## src/rtl/rv32i_inst_encoder_pkg.sv

```systemverilog
// Shared RV32I definitions: opcode[6:2] class keys, instruction format enum and
// the class-to-format lookup used by both the encoder and the decoder.
package rv32i_inst_encoder_pkg;

  localparam logic [4:0] OP_LOAD   = 5'b00000;
  localparam logic [4:0] OP_IMM    = 5'b00100;
  localparam logic [4:0] OP_AUIPC  = 5'b00101;
  localparam logic [4:0] OP_STORE  = 5'b01000;
  localparam logic [4:0] OP_OP     = 5'b01100;
  localparam logic [4:0] OP_LUI    = 5'b01101;
  localparam logic [4:0] OP_BRANCH = 5'b11000;
  localparam logic [4:0] OP_JALR   = 5'b11001;
  localparam logic [4:0] OP_JAL    = 5'b11011;

  typedef enum logic [2:0] {
    FMT_U,
    FMT_I,
    FMT_SH,
    FMT_S,
    FMT_B,
    FMT_J,
    FMT_R,
    FMT_ILL
  } fmt_e;

  // Shift-immediates share OP_IMM but carry func7[5] in the immediate slot.
  function automatic fmt_e op_fmt(input logic [4:0] op, input logic [2:0] f3);
    fmt_e f;
    case (op)
      OP_LUI, OP_AUIPC:         f = FMT_U;
      OP_LOAD, OP_JALR:         f = FMT_I;
      OP_IMM:                   f = (f3 == 3'b001 || f3 == 3'b101) ? FMT_SH : FMT_I;
      OP_OP:                    f = FMT_R;
      OP_STORE:                 f = FMT_S;
      OP_BRANCH:                f = FMT_B;
      OP_JAL:                   f = FMT_J;
      default:                  f = FMT_ILL;
    endcase
    return f;
  endfunction

endpackage

```

## src/rtl/rv32i_inst_encoder_fifo.sv

```systemverilog
// DEPTH x WIDTH synchronous FIFO with flush; callers must not push when full.
module rv32i_inst_encoder_fifo #(
  parameter int DEPTH = 4,
  parameter int WIDTH = 32
) (
  input  logic             clk,
  input  logic             rst_n,
  input  logic             flush,
  input  logic             push,
  input  logic             pop,
  input  logic [WIDTH-1:0] wdata,
  output logic [WIDTH-1:0] rdata,
  output logic             full,
  output logic             empty
);

  localparam int PTR_W = $clog2(DEPTH);
  localparam int CNT_W = $clog2(DEPTH + 1);

  logic [WIDTH-1:0] mem_q [DEPTH];
  logic [PTR_W-1:0] wr_ptr_q, wr_ptr_d;
  logic [PTR_W-1:0] rd_ptr_q, rd_ptr_d;
  logic [CNT_W-1:0] cnt_q, cnt_d;

  assign full  = (cnt_q == CNT_W'(DEPTH));
  assign empty = (cnt_q == '0);
  assign rdata = mem_q[rd_ptr_q];

  always_comb begin
    wr_ptr_d = wr_ptr_q;
    rd_ptr_d = rd_ptr_q;
    cnt_d    = cnt_q;
    if (flush) begin
      wr_ptr_d = '0;
      rd_ptr_d = '0;
      cnt_d    = '0;
    end else begin
      if (push) wr_ptr_d = wr_ptr_q + PTR_W'(1);
      if (pop)  rd_ptr_d = rd_ptr_q + PTR_W'(1);
      case ({push, pop})
        2'b10:   cnt_d = cnt_q + CNT_W'(1);
        2'b01:   cnt_d = cnt_q - CNT_W'(1);
        default: cnt_d = cnt_q;
      endcase
    end
  end

  always_ff @(posedge clk or negedge rst_n) begin
    if (!rst_n) begin
      wr_ptr_q <= '0;
      rd_ptr_q <= '0;
      cnt_q    <= '0;
    end else begin
      wr_ptr_q <= wr_ptr_d;
      rd_ptr_q <= rd_ptr_d;
      cnt_q    <= cnt_d;
    end
  end

  // Storage carries no reset; pointers alone define validity.
  always_ff @(posedge clk) begin
    if (push && !flush) mem_q[wr_ptr_q] <= wdata;
  end

endmodule

```

## src/rtl/rv32i_inst_encoder.sv

```systemverilog
// Packs field-level descriptors into RV32I words and streams them with imem addresses.
// Optional `ENC_RANGE_CHECK_EN: per-format immediate legality check plus drop_cnt port.
module rv32i_inst_encoder
  import rv32i_inst_encoder_pkg::*;
#(
  parameter int                DEPTH     = 4,
  parameter int                ADDR_W    = 32,
  parameter logic [ADDR_W-1:0] BASE_ADDR = '0
) (
  input  logic              clk,
  input  logic              rst_n,
  input  logic              flush,
  input  logic              in_valid,
  output logic              in_ready,
  input  logic [4:0]        in_op,
  input  logic [4:0]        in_rd,
  input  logic [4:0]        in_rs1,
  input  logic [4:0]        in_rs2,
  input  logic [2:0]        in_func3,
  input  logic              in_f7b5,
  input  logic [31:0]       in_imm,
  output logic              out_valid,
  input  logic              out_ready,
  output logic [31:0]       out_inst,
  output logic [ADDR_W-1:0] out_addr,
  output logic              err_illegal
`ifdef ENC_RANGE_CHECK_EN
  ,
  output logic [7:0]        drop_cnt
`endif
);

  fmt_e        fmt;
  logic [6:0]  opc;
  logic [31:0] enc_word;
  logic        range_ok;
  logic        accept, push, pop;
  logic        fifo_full, fifo_empty;
  logic [31:0] fifo_rdata;

  logic [ADDR_W-1:0] addr_q, addr_d;
  logic              err_q, err_d;
  logic [31:0]       last_q, last_d;

  assign fmt = op_fmt(in_op, in_func3);
  assign opc = {in_op, 2'b11};

  always_comb begin
    enc_word = '0;
    case (fmt)
      FMT_U:  enc_word = {in_imm[31:12], in_rd, opc};
      FMT_I:  enc_word = {in_imm[11:0], in_rs1,
                          (in_op == OP_JALR) ? 3'b000 : in_func3, in_rd, opc};
      FMT_SH: enc_word = {1'b0, in_f7b5, 5'b0, in_imm[4:0], in_rs1, in_func3, in_rd, opc};
      FMT_R:  enc_word = {1'b0, in_f7b5, 5'b0, in_rs2, in_rs1, in_func3, in_rd, opc};
      FMT_S:  enc_word = {in_imm[11:5], in_rs2, in_rs1, in_func3, in_imm[4:0], opc};
      FMT_B:  enc_word = {in_imm[12], in_imm[10:5], in_rs2, in_rs1, in_func3,
                          in_imm[4:1], in_imm[11], opc};
      FMT_J:  enc_word = {in_imm[20], in_imm[10:1], in_imm[11], in_imm[19:12], in_rd, opc};
      default: enc_word = '0;
    endcase
  end

`ifdef ENC_RANGE_CHECK_EN
  // Upper bits must be pure sign extension of the field's top bit.
  always_comb begin
    range_ok = 1'b1;
    case (fmt)
      FMT_I, FMT_S: range_ok = (in_imm[31:11] == '0) || (in_imm[31:11] == '1);
      FMT_B:        range_ok = ((in_imm[31:12] == '0) || (in_imm[31:12] == '1)) && !in_imm[0];
      FMT_J:        range_ok = ((in_imm[31:20] == '0) || (in_imm[31:20] == '1)) && !in_imm[0];
      FMT_U:        range_ok = (in_imm[11:0] == '0);
      FMT_SH:       range_ok = (in_imm[31:5] == '0);
      default:      range_ok = 1'b1;
    endcase
  end
`else
  logic unused_imm0;
  assign unused_imm0 = in_imm[0];
  assign range_ok    = 1'b1;
`endif

  // During flush the descriptor is taken but discarded so the producer never stalls on it.
  assign in_ready  = !fifo_full || flush;
  assign accept    = in_valid && in_ready;
  assign push      = accept && !flush && (fmt != FMT_ILL) && range_ok;
  assign out_valid = !fifo_empty;
  assign pop       = out_valid && out_ready && !flush;
  assign out_inst  = fifo_empty ? last_q : fifo_rdata;
  assign out_addr  = addr_q;
  assign err_illegal = err_q;

  rv32i_inst_encoder_fifo #(
    .DEPTH (DEPTH),
    .WIDTH (32)
  ) u_fifo (
    .clk   (clk),
    .rst_n (rst_n),
    .flush (flush),
    .push  (push),
    .pop   (pop),
    .wdata (enc_word),
    .rdata (fifo_rdata),
    .full  (fifo_full),
    .empty (fifo_empty)
  );

  always_comb begin
    addr_d = addr_q;
    err_d  = err_q;
    last_d = last_q;
    if (flush) begin
      addr_d = BASE_ADDR;
      err_d  = 1'b0;
    end else begin
      if (pop) begin
        addr_d = addr_q + ADDR_W'(4);
        last_d = fifo_rdata;
      end
      if (accept && fmt == FMT_ILL) err_d = 1'b1;
    end
  end

  always_ff @(posedge clk or negedge rst_n) begin
    if (!rst_n) begin
      addr_q <= BASE_ADDR;
      err_q  <= 1'b0;
      last_q <= '0;
    end else begin
      addr_q <= addr_d;
      err_q  <= err_d;
      last_q <= last_d;
    end
  end

`ifdef ENC_RANGE_CHECK_EN
  logic [7:0] drop_q, drop_d;

  always_comb begin
    drop_d = drop_q;
    if (flush)
      drop_d = '0;
    else if (accept && fmt != FMT_ILL && !range_ok && drop_q != 8'hFF)
      drop_d = drop_q + 8'd1;
  end

  always_ff @(posedge clk or negedge rst_n) begin
    if (!rst_n) drop_q <= '0;
    else        drop_q <= drop_d;
  end

  assign drop_cnt = drop_q;
`endif

endmodule

```

## config.mk

```make
export PLATFORM = sky130hd
export DESIGN_NAME = rv32i_inst_encoder
export DESIGN_NICKNAME = d
export VERILOG_FILES = /design/src/rtl/rv32i_inst_encoder_pkg.sv /design/src/rtl/rv32i_inst_encoder_fifo.sv /design/src/rtl/rv32i_inst_encoder.sv
export SDC_FILE = /design/constraint.sdc
export NUM_CORES = 1
export LEC_CHECK = 0
export ABC_AREA = 0
export ABC_CLOCK_PERIOD_IN_PS = 4100
export BUFFER_PORTS_ARGS = -buffer_cell sky130_fd_sc_hd__buf_4
export CAP_MARGIN = 20
export CORE_UTILIZATION = 35
export CTS_CLUSTER_SIZE = 24
export DETAILED_ROUTE_END_ITERATION = 8
export PLACE_DENSITY_LB_ADDON = 0.15
export SYNTH_ARGS = -nofsm -noshare
export SYNTH_HDL_FRONTEND = slang
export SYNTH_SLANG_ARGS = --single-unit
export TNS_END_PERCENT = 100
```

## constraint.sdc

```tcl
create_clock -name clk -period 4.1 [get_ports clk]
set_clock_uncertainty 0.05 [all_clocks]
set_input_delay 0.615 -clock clk [delete_from_list [all_inputs] [get_ports clk]]
set_output_delay 0.615 -clock clk [all_outputs]
set_load 0.02 [all_outputs]
```

==> impl_metrics.yaml, run 1 <==
outcome:
  status: "finished, final reports clean"
floorplan:
  rows: 57
  ioPinCount: 128
  die_x_um: 160
  dieHeight_um: 160
  core_um2: 24500
  dieArea_um2: 25700
  initial_core_util: 0.358
timing:
  drv_slew: 0
  setup_viol: 0
  tightest_slew_ns: 0.986
  timing.final.crit_share: 0.795
  max_freq_ghz: 0.307
  fin_crit_ns: 3.26
  setup_tns_ns: 0
  maxSlewHeadroom: 0.343
  rsz0062_at_grt: "false"
  hold_violations: 0
  setup_ws_ns: 0.842
  fin_hold_ws_ns: 0.273
power_and_ir_drop:
  p_sw_mw: 1.71
  clkPwrFrac: 0.299
  pwr-share-seq: 0.419
  p_per_area_nw_per_um2: 528
  p_int_mw: 3.94
  leakagePower_nw: 4.03
  p_comb_frac: 0.281
  p_total_mw: 5.66
  netSwitchingFraction: 0.303
  ir_drop_v: 0.000296
drt:
  dr_total_vias: 5624
  wl_met1_um: 8900
  wl_per_cell_um: 19.1
  final_antenna_net_count: 0
  wirelength_um: 20100
  drt_iter0_drc: 294
  met2_length_um: 10100
  dr.pass1.iters: 4
  route.met3.wl_um: 696
  highest_layer: "met4"
  vias_per_cell: 5.34
  drc: 0
place:
  port_buffers: 125
  place_congestion: 0.845
  hpwl_um: 13400
  dp_slack_ns: 0.995
yosys:
  syn_avg_cell_area_um2: 14.6
  ys.flop_type: "edfxtp_1"
  synth_seq_area_share: 0.622
  yosys_warnings: 0
  synth_seq_cells: 193
  syn_inst: 600
  netlist_area_um2: 8770
  synth-async-reset-ratio: 0.358
  synth_edf_count: 124
  ys_types: 50
worst_setup_path:
  startpoint_type: "flip-flop"
  cp.arrival_ns: 2.59
  worstSetupPathType: "flip-flop to primary output"
  worstSetupEndpointType: "primary output"
  crit_path_max_fanout: 20
  cp.required_ns: 3.43
  r2r_slack_ns: 1.30
global_routing:
  grt_pass1_wl_um: 31400
  overflow: 0
  antenna_found_initial: 0
  grt_pass1_vias: 5693
  grt.total_usage: 0.160
  grt_max_degree: 70
clock_network:
  clk_pin_slew_ns: 0.08
  cts-root-buf: "clkbuf_16"
  cts_setup_buffers: 0
  post_cts_resize_count: 0
  htree_num_levels: 4
  cts_tree: "done"
  numClockSinks: 193
  clock_latency_ns: 0.44
  cts_hold_buf: 0
  cts_buffer_depth: 2
  cts_buffers: 17
worst_hold_path:
  hp-class: "input port to async pin"
finish:
  multi_input_area_um2: 3140
  final-seq-area_um2: 5450
  drive_above_1_share: 0.378
  syn2layout_area_growth_pct: 22.1
  final_nets: 784
  num_antenna_cells: 0
  fillerInstances: 2179
job:
  drv_cap: 0
-- path summary, 6_finish.rpt --
kind                                     from  cells after the start                  to
max reg2reg                   u_fifo.cnt_q[2]                      9     u_fifo.cnt_q[2]
max in group asynchronous               rst_n                      1  u_fifo.rd_ptr_q[0]
max                        u_fifo.rd_ptr_q[0]                      4        out_inst[28]
min                                     rst_n                      1          last_q[15]
min reg2reg                        last_q[26]                      1          last_q[26]
min in group clk                   last_q[26]                      1          last_q[26]
-- cell families after synthesis --
family                     after synthesis  synth area share
AOI/OAI and AO/OA                       77            0.0632
xor gates and xnor gates                12            0.0120
adders and majority gates                6           0.00942
buffers and inverters                   48            0.0231
DFF                                    193             0.622
muxes                                   99             0.167
other                                    1          0.000428
and+or+nand+nor                        164             0.103
-- state kept, by name, summed over array words and instances, names as in the netlist --
signal	flops
u_fifo.wr_ptr_q	2
u_fifo.rd_ptr_q	2
out_addr	30
last_q	31
err_illegal	1
u_fifo.mem_q	124
u_fifo.cnt_q	3
-- area by class of cell --
class,instances,area share
tap,324,0.0379
clock inverter,15,0.0180
clock buffer,17,0.0398
sequential,193,0.509
inverter,8,0.00281
multi-input combinational,360,0.293
timing repair buffer,137,0.0991
-- synth_stat cells (9+ instances only) --
| library cell | number | area share |
|---|---|---|
| edfxtp_1 | 124 | 0.42 |
| dfrtp_1 | 69 | 0.20 |
| and3_1 | 12 | 0.0086 |
| mux4_2 | 31 | 0.080 |
| o31ai_1 | 11 | 0.0094 |
| nand3_1 | 11 | 0.0063 |
| nand2_1 | 25 | 0.011 |
| nand4_1 | 14 | 0.010 |
| clkbuf_1 | 30 | 0.013 |
| and2_1 | 10 | 0.0071 |
| nor3_1 | 13 | 0.0074 |
| a22o_1 | 18 | 0.018 |
| nor2_1 | 30 | 0.013 |
| or4_1 | 13 | 0.011 |
| nor2b_1 | 9 | 0.0064 |
| mux2_2 | 68 | 0.087 |
| o21ai_0 | 12 | 0.0069 |
| a21oi_1 | 16 | 0.0091 |
-- per-layer routing --
metal	global-route usage	up-vias
met5	0	-
met4	0.0641	0
met3	0.0278	26
met2	0.267	140
met1	0.208	2885
li1	-	2573
-- critical path, cell delays in order, from the launching register on --
cell     delay [ns]
dfrtp_2        0.83
buf_4          0.33
mux4_2         0.56
mux2_2         0.28
buf_4          0.16
-- layout by cell type, fill, tap and decap left out, drive strengths merged, types with 11 or more instances in the layout --
cell,instances
nor2,30
a21oi,16
inv,14
nand3,12
nand2,25
nand4,14
o21ai,12
or4,13
buf,137
dfrtp,69
o31ai,11
clkbuf,17
mux4,31
a22o,18
and3,12
nor3,13
mux2,68
edfxtp,124
-- power groups by stage --
stage | clock network [mW] | logic (mW) | registers, mW
6_report | 1.69 | 1.59 | 2.37
5_1_grt | 1.81 | 1.70 | 2.40
4_1_cts | 1.73 | 1.61 | 2.38
3_5_place_dp | 0 | 1.60 | 2.42
3_3_place_gp | 0 | 1.58 | 2.41
2_1_floorplan | 0 | 1.06 | 2.36
-- per-stage QoR --
step                      utilization  area (um2)  cells
after floorplan                     -        8770    601
after global placement          0.411       10100   1021
after global routing            0.437       10700   1054
final                           0.437       10700   1054
after CTS                       0.436       10700   1053
after detailed placement        0.411       10100   1021
Power figures use the tool's default switching activity.
==> inputs of run 2 (changes only) <==
--- a/config.mk
+++ b/config.mk
@@ -6,7 +6,7 @@
 export NUM_CORES = 1
 export LEC_CHECK = 0
 export ABC_AREA = 0
-export ABC_CLOCK_PERIOD_IN_PS = 4100
+export ABC_CLOCK_PERIOD_IN_PS = 3100
 export BUFFER_PORTS_ARGS = -buffer_cell sky130_fd_sc_hd__buf_4
 export CAP_MARGIN = 20
 export CORE_UTILIZATION = 35
==> constraint.sdc (replaced) <==
create_clock -name clk -period 3.1 [get_ports clk]
set_clock_uncertainty 0.05 [all_clocks]
set_input_delay 0.465 -clock clk [delete_from_list [all_inputs] [get_ports clk]]
set_output_delay 0.465 -clock clk [all_outputs]
set_load 0.02 [all_outputs]
==> run 2 against run 1 <==
Hold slack got worse by 0.24 ns. Power up 32%. Via count barely moved. First-iteration DRC count increased by 21%. Clock-buffer cell count did not move. Setup slack got worse by 0.59 ns. Combinational power is 35% higher. Utilization is 0.24 points higher. Register-to-register slack got worse by 0.91 ns. Die area is the same. Sequential cell count did not move.
==> impl_metrics.yaml, run 2 (same netlist as run 1, synthesis figures left out) <==
global_routing:
  grt_pass1_wl_um: 32200
  grt.total_usage: 0.166
  grt_max_degree: 55
  grt_pass1_vias: 5774
  overflow: 0
  antenna_found_initial: 0
timing:
  setup_tns_ns: 0
  timing.final.crit_share: 0.919
  setup_viol: 0
  tightest_slew_ns: 0.775
  fin_crit_ns: 2.85
  max_freq_ghz: 0.351
  drv_slew: 0
  rsz0062_at_grt: "false"
  hold_violations: 0
  setup_ws_ns: 0.250
  maxSlewHeadroom: 0.483
finish:
  final-seq-area_um2: 5450
  fillerInstances: 2215
  num_antenna_cells: 0
  post-route-util: 0.440
  final_nets: 791
  drive_above_1_share: 0.384
  regMostFlops: "u_fifo.mem_q"
  multi_input_area_um2: 3140
  final_common_cell: "buf_4"
  syn2layout_area_growth_pct: 22.7
  final_cell_mix: "139 x buf_4, 124 x edfxtp_1, 68 x mux2_2, 68 x dfrtp_1, 31 x mux4_2"
  largest_reg_flops: 124
  design_area_um2: 10800
drt:
  dr.pass1.iters: 4
  dr_total_vias: 5620
  drc: 0
  drt_iter0_drc: 355
  wl_per_cell_um: 19.5
  wirelength_um: 20600
  vias_per_cell: 5.30
  final_antenna_net_count: 0
worst_setup_path:
  worstSetupEndpointType: "primary output"
  cp.arrival_ns: 2.33
  worstSetupPathType: "flip-flop to primary output"
  cp.required_ns: 2.58
  cp_slowest_cell: "mux4_2"
  crit_path_max_fanout: 25
  startpoint_type: "flip-flop"
  critical_path.max_stage_delay_ns: 0.58
  path_cells: "buf_12, mux4_2, mux2_2, buf_4"
floorplan:
  core_um2: 24500
  dieArea_um2: 25700
  initial_core_util: 0.358
  ioPinCount: 128
  rows: 57
  dieHeight_um: 160
  die_x_um: 160
worst_hold_path:
  hp-class: "input port to async pin"
clock_network:
  clock_latency_ns: 0.43
  cts_buffers: 17
  cts_setup_buffers: 0
  cts_buffer_depth: 2
  numClockSinks: 193
  cts_hold_buf: 0
  cts_tree: "done"
  htree_num_levels: 4
  cts-root-buf: "clkbuf_16"
  post_cts_resize_count: 0
  clk_pin_slew_ns: 0.08
power_and_ir_drop:
  leakagePower_nw: 4.06
  ir_drop_v: 0.000468
  p_per_area_nw_per_um2: 694
place:
  dpl-instance-area_um2: 10200
  place_congestion: 0.848
  hpwl_um: 13600
  port_buffers: 125
  dp_slack_ns: 0.369
outcome:
  status: "finished, final reports clean"
job:
  drv_cap: 0
## run 2: routing by layer
metal	track usage	up-vias	routed length [um]
met5	0	-	0
li1	-	2577	-
met2	0.275	130	10500
met3	0.0309	25	660
met1	0.214	2888	9070
met4	0.0641	0	425
## run 2: area by class of cell
cell class | count | area share
Multi-Input combinational cell | 360 | 0.291
Timing Repair Buffer | 144 | 0.106
Tap cell | 324 | 0.0377
Clock buffer | 17 | 0.0395
Sequential cell | 193 | 0.507
Inverter | 8 | 0.00279
Clock inverter | 15 | 0.0156
## run 2: final timing paths
path                       slack [ns]  cells after the start                   to          startpoint
max                              0.25                      4          out_inst[1]  u_fifo.rd_ptr_q[0]
min                              0.03                      1           last_q[18]               rst_n
max reg2reg                      0.39                      9      u_fifo.cnt_q[2]     u_fifo.cnt_q[2]
min reg2reg                      0.45                      1            last_q[8]           last_q[8]
max in group asynchronous        2.31                      2           last_q[11]               rst_n
min in group clk                 0.34                      2  u_fifo.mem_q[0][18]           in_rs1[3]
## run 2: critical path, delay by kind of cell (launching register included)
kind                   cells  cell delay [ns]
muxes                      2             0.88
DFF                        1             0.56
buffers and inverters      2             0.44
## run 2: stage by stage
stage	hold slack (ns)	instances	total power, mW
global placement	0.433	1029	5.31
CTS	0.0459	1061	7.58
floorplan	0.119	601	4.52
global route	0.0730	1061	7.83
detailed placement	0.441	1029	5.35
finish	0.0304	1061	7.47
## run 2: report_power, final
group	internal (mW)	switching, mW	leakage (nW)	total [mW]
logic	1.07	1.08	1.73	2.15
registers	2.98	0.131	2.04	3.11
clock network	1.15	1.05	0.287	2.20
==> inputs of run 3 (changes only) <==
--- a/config.mk
+++ b/config.mk
@@ -10,9 +10,11 @@
 export BUFFER_PORTS_ARGS = -buffer_cell sky130_fd_sc_hd__buf_4
 export CAP_MARGIN = 20
 export CORE_UTILIZATION = 35
+export CTS_BUF_LIST = sky130_fd_sc_hd__clkbuf_8
 export CTS_CLUSTER_SIZE = 24
 export DETAILED_ROUTE_END_ITERATION = 8
 export PLACE_DENSITY_LB_ADDON = 0.15
+export RECOVER_POWER = 50
 export SYNTH_ARGS = -nofsm -noshare
 export SYNTH_HDL_FRONTEND = slang
 export SYNTH_SLANG_ARGS = --single-unit
==> run 3 against run 2 <==
Power shrank 7.5%. Largest cell class unchanged. Critical endpoint unchanged. Setup slack lost 0.034 ns. Non-clock buffer count grew 1. Sequential cell count is the same. Sequential power is essentially flat.
==> impl_metrics.yaml, run 3 (same netlist as run 1, synthesis figures left out) <==
outcome:
  status: "finished, final reports clean"
finish:
  final_cell_mix: "124 x edfxtp_1, 101 x buf_4, 68 x mux2_2, 68 x dfrtp_1, 37 x clkbuf_1"
  drive_above_1_share: 0.332
  num_antenna_cells: 0
  largest_reg_flops: 124
  regMostFlops: "u_fifo.mem_q"
  final_common_cell: "edfxtp_1"
  fillerInstances: 2269
  final_nets: 792
  syn2layout_area_growth_pct: 19.0
worst_setup_path:
  crit_path_max_fanout: 25
  cp.required_ns: 2.58
  r2r-start: "u_fifo.cnt_q[0]"
  critical_path.max_stage_delay_ns: 0.58
  startpoint: "u_fifo.rd_ptr_q[0]"
  worstSetupEndpointType: "primary output"
  startpoint_type: "flip-flop"
  cp.arrival_ns: 2.37
  path_cells: "buf_12, mux4_2, mux2_2, buf_4"
  cp_slowest_cell: "mux4_2"
  worstSetupPathType: "flip-flop to primary output"
timing:
  rsz0062_at_grt: "false"
  maxSlewHeadroom: 0.0133
  setup_tns_ns: 0
  setup_viol: 0
  timing.final.crit_share: 0.930
  max_freq_ghz: 0.347
  hold_violations: 0
  tightest_slew_ns: 1.48
  fin_crit_ns: 2.88
  setup_ws_ns: 0.216
  drv_slew: 0
place:
  dp_slack_ns: 0.369
  hpwl_um: 13600
  port_buffers: 125
  place_congestion: 0.848
clock_network:
  cts_buffer_depth: 2
  cts-root-buf: "clkbuf_8"
  numClockSinks: 193
  cts_buffers: 17
  clk_pin_slew_ns: 0.11
  clock_latency_ns: 0.47
  cts_tree: "done"
  htree_num_levels: 4
floorplan:
  initial_core_util: 0.358
  ioPinCount: 128
  dieHeight_um: 160
  rows: 57
  die_x_um: 160
  dieArea_um2: 25700
  core_um2: 24500
worst_hold_path:
  hp-start: "in_rs1[3]"
  hp-class: "input port to flip-flop"
drt:
  final_antenna_net_count: 0
  dr.pass1.iters: 4
  wirelength_um: 20600
  dr_total_vias: 5665
  drc: 0
  drt_iter0_drc: 351
  wl_per_cell_um: 19.4
  vias_per_cell: 5.33
global_routing:
  grt_pass1_wl_um: 32200
  grt.total_usage: 0.165
  grt_pass1_vias: 5773
  grt_max_degree: 55
  overflow: 0
  antenna_found_initial: 0
power_and_ir_drop:
  p_total_mw: 6.91
  p_per_area_nw_per_um2: 662
  ir_drop_v: 0.000471
  leakagePower_nw: 3.82
job:
  drv_cap: 0
==> run 3: path summary, 6_finish.rpt <==
path	endpoint	slack [ns]	cells past startpoint
setup / recovery	out_inst[1]	0.22	4
hold / removal	u_fifo.mem_q[0][18]	0.30	2
setup reg to reg	u_fifo.cnt_q[2]	0.39	9
hold reg to reg	last_q[8]	0.46	1
max in group asynchronous	last_q[1]	1.00	3
min in group asynchronous	last_q[18]	0.81	2
==> run 3: per-layer routing <==
metal | vias to the layer above | GRT usage | routed length, um
met5 | - | 0 | 0
met4 | 0 | 0.0641 | 426
met3 | 27 | 0.0286 | 656
met2 | 138 | 0.274 | 10400
met1 | 2922 | 0.215 | 9070
li1 | 2578 | - | -
==> run 3: metrics by stage <==
step           utilization  cell area, um2  instances  hold WS [ns]
6_report             0.426           10400       1062         0.304
5_1_grt              0.426           10400       1062         0.272
4_1_cts              0.432           10600       1062         0.264
3_5_place_dp         0.416           10200       1029         0.441
3_3_place_gp         0.416           10200       1029         0.433
2_1_floorplan            -            8770        601         0.119
==> run 3: area by class of cell <==
type                       instances  area, um2  share of cell area
clock buffer                      17        234              0.0224
multi-input combinational        360       3130               0.300
inverter                           8       30.0             0.00288
sequential                       193       5450               0.523
tap                              324        405              0.0389
clock inverter                    15        168              0.0161
timing repair buffer             145       1010              0.0970
==> run 3: critical path: cells and delay by family, from the launching register on <==
| kind | cells | cell delay, ns |
|---|---|---|
| mux | 2 | 0.88 |
| flops | 1 | 0.57 |
| buf+inv | 2 | 0.44 |
==> run 3: repair_timing <==
action,4_1_cts,5_1_grt
hold buffers,1,0
resized for setup,0,0
endpoints found under the hold margin,5,0
setup buffers,0,0
==> run 3: where the power goes <==
part	internal, mW	switching [mW]
combinational	1.06	1.08
sequential	2.98	0.130
clock	0.678	0.985
